<file path="src/rtl/fifo_pkg.sv">
// Shared FIFO defaults: depth, watermark levels and the per-cycle operation encoding.
// Pure declarations, no logic.
package fifo_pkg;

    localparam int FIFO_DEPTH_DEF  = 32;
    localparam int AEMPTY_LVL_DEF  = 4;
    localparam int AFULL_MARGIN    = 4;

    // {push_ok, pop_ok} viewed as one operation code
    typedef enum logic [1:0] {
        OP_IDLE = 2'b00,
        OP_POP  = 2'b01,
        OP_PUSH = 2'b10,
        OP_BOTH = 2'b11
    } fifo_op_e;

endpackage

</file>
<file path="src/rtl/wrap_ptr.sv">
// Modulo-DEPTH pointer: advances on en, zeroed by clear or reset; 1-cycle update.
// No backpressure; the caller gates en.
module wrap_ptr #(
    parameter int DEPTH = 32,
    parameter int WIDTH = $clog2(DEPTH)
) (
    input  logic             clk_i,
    input  logic             rstn_i,
    input  logic             clear,
    input  logic             en,
    output logic [WIDTH-1:0] ptr
);

    localparam logic [WIDTH-1:0] LAST = WIDTH'(DEPTH - 1);

    always_ff @(posedge clk_i or negedge rstn_i) begin
        if (!rstn_i) begin
            ptr <= '0;
        end else if (clear) begin
            ptr <= '0;
        end else if (en) begin
            ptr <= (ptr == LAST) ? '0 : ptr + 1'b1;
        end
    end

endmodule

</file>
<file path="src/rtl/sync_fifo_ctrl.sv">
// Single-clock FIFO controller driving an external RAM; write port combinational, read valid 1 cycle after pop.
// Backpressure: push refused when full unless a pop frees a slot the same cycle; refused ops set sticky flags.
module sync_fifo_ctrl
    import fifo_pkg::*;
#(
    parameter int DATA_DEPTH = FIFO_DEPTH_DEF,
    parameter int ADDR_WIDTH = $clog2(DATA_DEPTH),
    parameter int AFULL_LVL  = DATA_DEPTH - AFULL_MARGIN,
    parameter int AEMPTY_LVL = AEMPTY_LVL_DEF
) (
    input  logic                  clk_i,
    input  logic                  rstn_i,
    input  logic                  clear_i,
    input  logic                  push_i,
    input  logic                  pop_i,
    output logic                  full_o,
    output logic                  empty_o,
    output logic                  afull_o,
    output logic                  aempty_o,
    output logic [ADDR_WIDTH:0]   count_o,
    output logic                  rd_valid_o,
    output logic                  overflow_o,
    output logic                  underflow_o,
    output logic                  mem_wr_en_o,
    output logic                  mem_wr_en_n_o,
    output logic [ADDR_WIDTH-1:0] mem_wr_addr_o,
    output logic [ADDR_WIDTH-1:0] mem_rd_addr_o
);

    localparam logic [ADDR_WIDTH:0] DEPTH_C  = (ADDR_WIDTH+1)'(DATA_DEPTH);
    localparam logic [ADDR_WIDTH:0] AFULL_C  = (ADDR_WIDTH+1)'(AFULL_LVL);
    localparam logic [ADDR_WIDTH:0] AEMPTY_C = (ADDR_WIDTH+1)'(AEMPTY_LVL);
    localparam logic [ADDR_WIDTH:0] ONE_C    = (ADDR_WIDTH+1)'(1);

    logic [ADDR_WIDTH:0]   count;
    logic [ADDR_WIDTH:0]   count_nxt;
    logic [ADDR_WIDTH-1:0] wr_ptr;
    logic [ADDR_WIDTH-1:0] rd_ptr;
    logic                  push_ok;
    logic                  pop_ok;
    fifo_op_e              op;

    // Reset gates the strobes so the RAM sees no write while rstn_i is low.
    assign pop_ok  = rstn_i & ~clear_i & pop_i & ~empty_o;
    assign push_ok = rstn_i & ~clear_i & push_i & (~full_o | pop_ok);
    assign op      = fifo_op_e'({push_ok, pop_ok});

    assign full_o   = (count == DEPTH_C);
    assign empty_o  = (count == '0);
    assign afull_o  = (count >= AFULL_C);
    assign aempty_o = (count <= AEMPTY_C);
    assign count_o  = count;

    assign mem_wr_en_o   = push_ok;
    assign mem_wr_en_n_o = ~push_ok;
    assign mem_wr_addr_o = wr_ptr;
    assign mem_rd_addr_o = rd_ptr;

    wrap_ptr #(.DEPTH(DATA_DEPTH), .WIDTH(ADDR_WIDTH)) u_wr_ptr (
        .clk_i  (clk_i),
        .rstn_i (rstn_i),
        .clear  (clear_i),
        .en     (push_ok),
        .ptr    (wr_ptr)
    );

    wrap_ptr #(.DEPTH(DATA_DEPTH), .WIDTH(ADDR_WIDTH)) u_rd_ptr (
        .clk_i  (clk_i),
        .rstn_i (rstn_i),
        .clear  (clear_i),
        .en     (pop_ok),
        .ptr    (rd_ptr)
    );

    always_comb begin
        count_nxt = count;
        unique case (op)
            OP_PUSH: count_nxt = count + ONE_C;
            OP_POP:  count_nxt = count - ONE_C;
            default: count_nxt = count;
        endcase
    end

    always_ff @(posedge clk_i or negedge rstn_i) begin
        if (!rstn_i) begin
            count       <= '0;
            rd_valid_o  <= 1'b0;
            overflow_o  <= 1'b0;
            underflow_o <= 1'b0;
        end else if (clear_i) begin
            count       <= '0;
            rd_valid_o  <= 1'b0;
            overflow_o  <= 1'b0;
            underflow_o <= 1'b0;
        end else begin
            count      <= count_nxt;
            rd_valid_o <= pop_ok;
            if (push_i && !push_ok) overflow_o  <= 1'b1;
            if (pop_i && empty_o)   underflow_o <= 1'b1;
        end
    end

endmodule

</file>
<file path="config.mk">
export PLATFORM = sky130hd
export DESIGN_NAME = sync_fifo_ctrl
export DESIGN_NICKNAME = d
export VERILOG_FILES = /design/src/rtl/fifo_pkg.sv /design/src/rtl/wrap_ptr.sv /design/src/rtl/sync_fifo_ctrl.sv
export SDC_FILE = /design/constraint.sdc
export NUM_CORES = 1
export LEC_CHECK = 0
export ABC_AREA = 1
export CORE_MARGIN = 3
export CORE_UTILIZATION = 48
export DETAILED_ROUTE_END_ITERATION = 16
export PLACE_DENSITY = 0.89
export SYNTH_ARGS = -nofsm -noshare
export SYNTH_HDL_FRONTEND = slang
export SYNTH_SLANG_ARGS = --single-unit
</file>
<file path="constraint.sdc">
create_clock -name clk_i -period 2.5 [get_ports clk_i]
set_input_delay 0.5 -clock clk_i [delete_from_list [all_inputs] [get_ports clk_i]]
set_output_delay 0.5 -clock clk_i [all_outputs]
set_load 0.01 [all_outputs]
</file>
* Yosys cells after proc, flatten, opt, wreduce, memory -nomap -nowiden *
Index checks and enable logic that the tools add are counted.

storage, ports and cells
  output and inout port bits = 25
  bits of input ports = 5
  bits in registers = 19
  word-level logic and storage cells = 49

cells by class
  eq/ne operators = 5
  bitwise operators = 10
  magnitude comparators = 2
  add/sub/neg operators = 4
  reduce and logical (&&, ||, !) cells = 9
  mux-type cells = 13

operators by type and width
  cell                                                                count
  two-way mux 5 bit                                                   6
  case mux 6 bit (2 select lines)                                     1
  adder 5 x 1 -> 5 bit (second input constant)                        2
  == test 5 bit (second input constant)                               2
  nonzero test 2 bit                                                  4
  adder 6 x 1 -> 6 bit (second input constant)                        1
  == test 6 bit (second input constant)                               1
  greater-or-equal comparator 6 x 5 -> 1 bit (second input constant)  1
  <= comparator 6 x 3 -> 1 bit (second input constant)                1
  zero test 6 bit                                                     1
  two-way mux 6 bit                                                   1
  subtractor 6 x 1 -> 6 bit (second input constant)                   1
  AND 1 bit                                                           5
  two-way mux 1 bit                                                   5
  inverter 1 bit                                                      4
  nonzero test 3 bit                                                  1
  == test 2 x 1 -> 1 bit (second input constant)                      1
  == test 2 bit (second input constant)                               1
  logical AND 1 bit                                                   2
  zero test 1 bit                                                     1
  bitwise OR 1 bit                                                    1

* Longest topological paths before layout *
  depth in word-level cells = 10
  gate-level depth with buffers = 15
  mapped depth without buffers = 15

* Modules after synthesis *
Synthesis repeated with hierarchy kept, for this count alone.

unflattened totals
  cell total of the unflattened synthesis = 159
  area, all modules = 1257.5 um2

by module, submodules not included
  module          cells an instance  sequential area each (um2)  area an instance (um2)  times used
  sync_fifo_ctrl  83                 225.2                       691.9                   1
  wrap_ptr        38                 125.1                       282.8                   2

* Least setup slack after synthesis *
OpenSTA, ideal clock, no wires.

  path type = flip-flop to flip-flop
  start = register count[0] (netlist: count_o[0])
  end = register count[5] (netlist: count_o[5])
  data required time = 2383 ps
  period minus slack after synthesis = 2140 ps
  arrival time = 2022 ps
  buffers on the path = 0
  slack = 360 ps
  stages on the path, launching flop included = 14
  library setup time = 117 ps
  path through = dfrtp_1 nor2_4 nand3_2 nand2_4 inv_4 nand2_4 inv_1 ha_1 a21oi_1 o21ai_0 a21oi_1 nand3_1 nand3_1 nand2_1

on the way
  cells in the longest elaborated chain, start to end = 8
  elaborated cells between the ends (all ways) = 14
  classes of those cells = add/sub (2); eq/ne (3); mux (2); bitwise (5); reduce/logical (2)

RTL lines
  what                                                     line                  text
  start, declared                                          sync_fifo_ctrl.sv:35  logic [ADDR_WIDTH:0] count;
  start signal, assigned                                   sync_fifo_ctrl.sv:96  count <= count_nxt;
  zero test 6 bit                                          sync_fifo_ctrl.sv:49  assign empty_o = (count == '0);
  inverter 1 bit                                           sync_fifo_ctrl.sv:44  assign pop_ok = rstn_i & ~clear_i & pop_i & ~empty_o;
  AND 1 bit                                                sync_fifo_ctrl.sv:44
  bitwise OR 1 bit                                         sync_fifo_ctrl.sv:45  assign push_ok = rstn_i & ~clear_i & push_i & (~full_o | pop_ok);
  AND 1 bit                                                sync_fifo_ctrl.sv:45
  == test 2 x 1 -> 1 bit or == test 2 bit (tied branches)  sync_fifo_ctrl.sv:77  unique case (op)
  case mux 6 bit (2 select lines)                          sync_fifo_ctrl.sv:77
  two-way mux 6 bit                                        sync_fifo_ctrl.sv:90  end else if (clear_i) begin

Parallel ways exist; a longest one is shown, timed or not.
A chain may end at the register's enable or synchronous reset.

* Worst setup path after layout *
  start = input clear_i
  end = output mem_wr_en_o

on the way
  cells in the longest elaborated chain, start to end = 6
  elaborated cells between the ends (all ways) = 7
  classes of those cells = bitwise (7)

RTL lines
  what                    line                                        text
  start, declared         sync_fifo_ctrl.sv:13                        input logic clear_i,
  inverter 1 bit (*)      sync_fifo_ctrl.sv:44, sync_fifo_ctrl.sv:45
  AND 1 bit (*)           sync_fifo_ctrl.sv:44, sync_fifo_ctrl.sv:45
  AND 1 bit (2 in a row)  sync_fifo_ctrl.sv:44
  bitwise OR 1 bit        sync_fifo_ctrl.sv:45
  AND 1 bit (*)           sync_fifo_ctrl.sv:45
  end, declared           sync_fifo_ctrl.sv:24                        output logic mem_wr_en_o,

Mark *: on every way between the ends. The rest lies on a longest branch, timed or not.

==> results.sh <==
export IMPL_fin_area_um2=1670
export IMPL_power_density_nw_per_um2=530
export IMPL_h_tree_depth=1
export IMPL_setup_violations=0
export IMPL_layout_commonest_cell="clkdlybuf4s50_1"
export IMPL_worst_r2r_setup_slack_ns=0.28
export IMPL_synth_simple_area_share_pct=31.4
export IMPL_p_leak_nw=0.828
export IMPL_path_max_fanout=4
export IMPL_relSlewSlack_pct=81.6
export IMPL_initial_core_util_pct=52.6
export IMPL_worst_slew_pin_slew_ns=0.276
export IMPL_crit_type="in -> out"
export IMPL_synthCells=140
export IMPL_die_w_um=56.4
export IMPL_grt_overflow=0
export IMPL_placed_area_um2=1630
export IMPL_root_buffer="clkbuf_4"
export IMPL_drcViolationCount=0
export IMPL_syn_cell_area_um2=1220
export IMPL_rows=17
export IMPL_yosys_warnings=0
export IMPL_finalSetupTns_ns=0
export IMPL_clkTransAtPathRegs_ns=0.12
export IMPL_synth_seq_cells=19
export IMPL_core_um2=2320
export IMPL_die_area_um2=3180
export IMPL_grt_pass1_vias=1204
export IMPL_maxSlewViolCount=0
export IMPL_die_h_um=56.4
export IMPL_insertedDiodeCount=0
export IMPL_numPortBuffers=29
export IMPL_synth_xor_area_share_pct=2.87
export IMPL_ys_types=28
export IMPL_clock_path_buffers=2
export IMPL_hold_path_class="in -> async"
export IMPL_gp_congestion=0.852
export IMPL_via_count=1148
export IMPL_antenna_found_initial=0
export IMPL_nets=199
export IMPL_track_usage_pct=20.6
export IMPL_dp_hpwl_mm=2.34
export IMPL_grt_pass1_wl_mm=5.22
export IMPL_wire_per_inst_um=14.2
export IMPL_ios=30
export IMPL_post_route_period_util_pct=97.0
export IMPL_vdd_drop_max_uv=440
export IMPL_cp_arrival_ns=1.93
export IMPL_synth_adder_area_share_pct=9.86
export IMPL_synth_compound_area_share_pct=9.86
export IMPL_critPathLaunchType="input pin"
export IMPL_end_kind="output port"
export IMPL_worstReg2RegEnd="count_o[5]$_DFFE_PN0P_"
export IMPL_area_growth_pct=36.8
export IMPL_cts_sinks=19
export IMPL_synth_mux_area_share_pct=0.821
export IMPL_wirelength_mm=3.02
export IMPL_fin_skew_ns=0.0131
export IMPL_insertion_delay_ns=0.32
export IMPL_avgSynthCellArea_um2=8.70
export IMPL_drive_above_1_share_pct=20.1
export IMPL_syn_nets=154
export IMPL_synth_edf_count=0
export IMPL_final_cell_mix="27 x clkdlybuf4s50_1, 26 x nand2_1, 18 x dfrtp_1, 14 x inv_1, 13 x nand3_1"
export IMPL_grt_max_degree=20
export IMPL_synthArstFlopShare_pct=100
export IMPL_synth_top_family_by_area="simple AND/OR/NAND/NOR gates"
export IMPL_status="finished, final reports clean"
export IMPL_fin_total_pwr_uw=883
export IMPL_hold_viol_final=0
export IMPL_final_cells=212
export IMPL_rsz0062_at_grt="false"
export IMPL_cap_viol_max_count=0
export IMPL_numCtsBuffers=3
export IMPL_ant_nets=0
export IMPL_rr_worst_depth=13
export IMPL_firstDrtPassIters=4
export IMPL_via_per_inst=5.42
export IMPL_hold_buffers=0
export IMPL_cp_required_ns=2.00
export IMPL_r2r_start="count_o[4]$_DFFE_PN0P_"
export IMPL_dp_cells=208
export IMPL_layout_min_cycle_time_ns=2.43
export IMPL_drt_iter0_drc=39
export IMPL_max_freq_mhz=412
export IMPL_seq_area_frac_synth_pct=39.0
export IMPL_cts_tree="built"
export IMPL_synthFlopType="dfrtp_1"
-- synthesized netlist by cell type, types with 2 or more instances --
cell	instances	area [um2]
nor2_1	10	37.5
o22ai_1	4	25.0
o21ai_1	3	15.0
nand4_1	2	12.5
a21oi_1	10	50.1
xor2_1	3	26.3
nand2_1	26	97.6
o21ai_0	3	15.0
dfrtp_1	19	475
nor2_4	4	45.0
inv_1	16	60.1
nand2_4	4	45.0
ha_1	8	100
nand3_4	2	35.0
nand3_1	13	65.1
-- layout make-up --
class,instances,area [um2]
Clock inverter,1,5.00
Inverter,18,70.1
Clock buffer,3,22.5
Multi-Input combinational cell,102,672
Timing Repair Buffer,41,385
Fill cell,157,652
Sequential cell,19,477
Tap cell,28,35.0
-- power breakdown --
group	total (mW)	internal [mW]	switching, mW
clock	0.168	0.0599	0.108
sequential	0.385	0.339	0.0463
combinational	0.330	0.165	0.165
total	0.883	0.564	0.319
-- routing by layer --
layer | up-vias | global-route usage, % | share of wire [%]
li1 | 556 | - | -
met1 | 559 | 22.9 | 43
met2 | 26 | 38.4 | 52
met3 | 7 | 2.76 | 2.9
met4 | 0 | 9.15 | 2.1
met5 | - | 0 | 0
-- stage by stage --
stage | utilization [%] | setup slack (ns) | hold WS, ns
2_1_floorplan | - | 0.360 | 0.204
3_3_place_gp | 70.3 | -0.0504 | 0.484
3_5_place_dp | 70.3 | -0.201 | 0.492
4_1_cts | 71.5 | 0.00717 | 0.530
5_1_grt | 71.9 | 0.0154 | 0.283
6_report | 71.9 | 0.0744 | 0.267
-- critical path, cell delays in order --
cell and delay, ns:
clkdlybuf4s50_1 0.45, inv_2 0.10, nand2_4 0.06, nor2_4 0.12
nand2_4 0.09, inv_1 0.07, clkdlybuf4s50_1 0.53
-- what timing repair did --
| item | in CTS | in global routing |
|---|---|---|
| resized for setup | 1 | 5 |
| setup endpoints to repair | 1 | 3 |
| setup buffers | 0 | 0 |
| pin swaps | 0 | 0 |
-- registers in the layout (all words and copies together) (netlist names) --
register	flops
u_rd_ptr.ptr	5
rd_valid_o	1
underflow_o	1
count_o	6
overflow_o	1
u_wr_ptr.ptr	5
-- worst max path at each step --
stage,startpoint,end,slack [ns]
after global routing,clear_i,mem_wr_en_o,0.02
final,clear_i,mem_wr_en_o,0.07
after floorplan,count_o[0]$_DFFE_PN0P_,count_o[5]$_DFFE_PN0P_,0.36
after global placement,rstn_i,count_o[4]$_DFFE_PN0P_,-0.05
after CTS,rstn_i,mem_wr_en_n_o,0.007
after detailed placement,rstn_i,count_o[5]$_DFFE_PN0P_,-0.20
-- cell families after synthesis --
| kind of cell | count (synthesis) |
|---|---|
| AOI/OAI and AO/OA | 22 |
| buffers and inverters | 19 |
| xor gates and xnor gates | 4 |
| DFF | 19 |
| and+or+nand+nor | 66 |
| adders and majority gates | 9 |
| muxes | 1 |
Power figures use the tool's default switching activity.
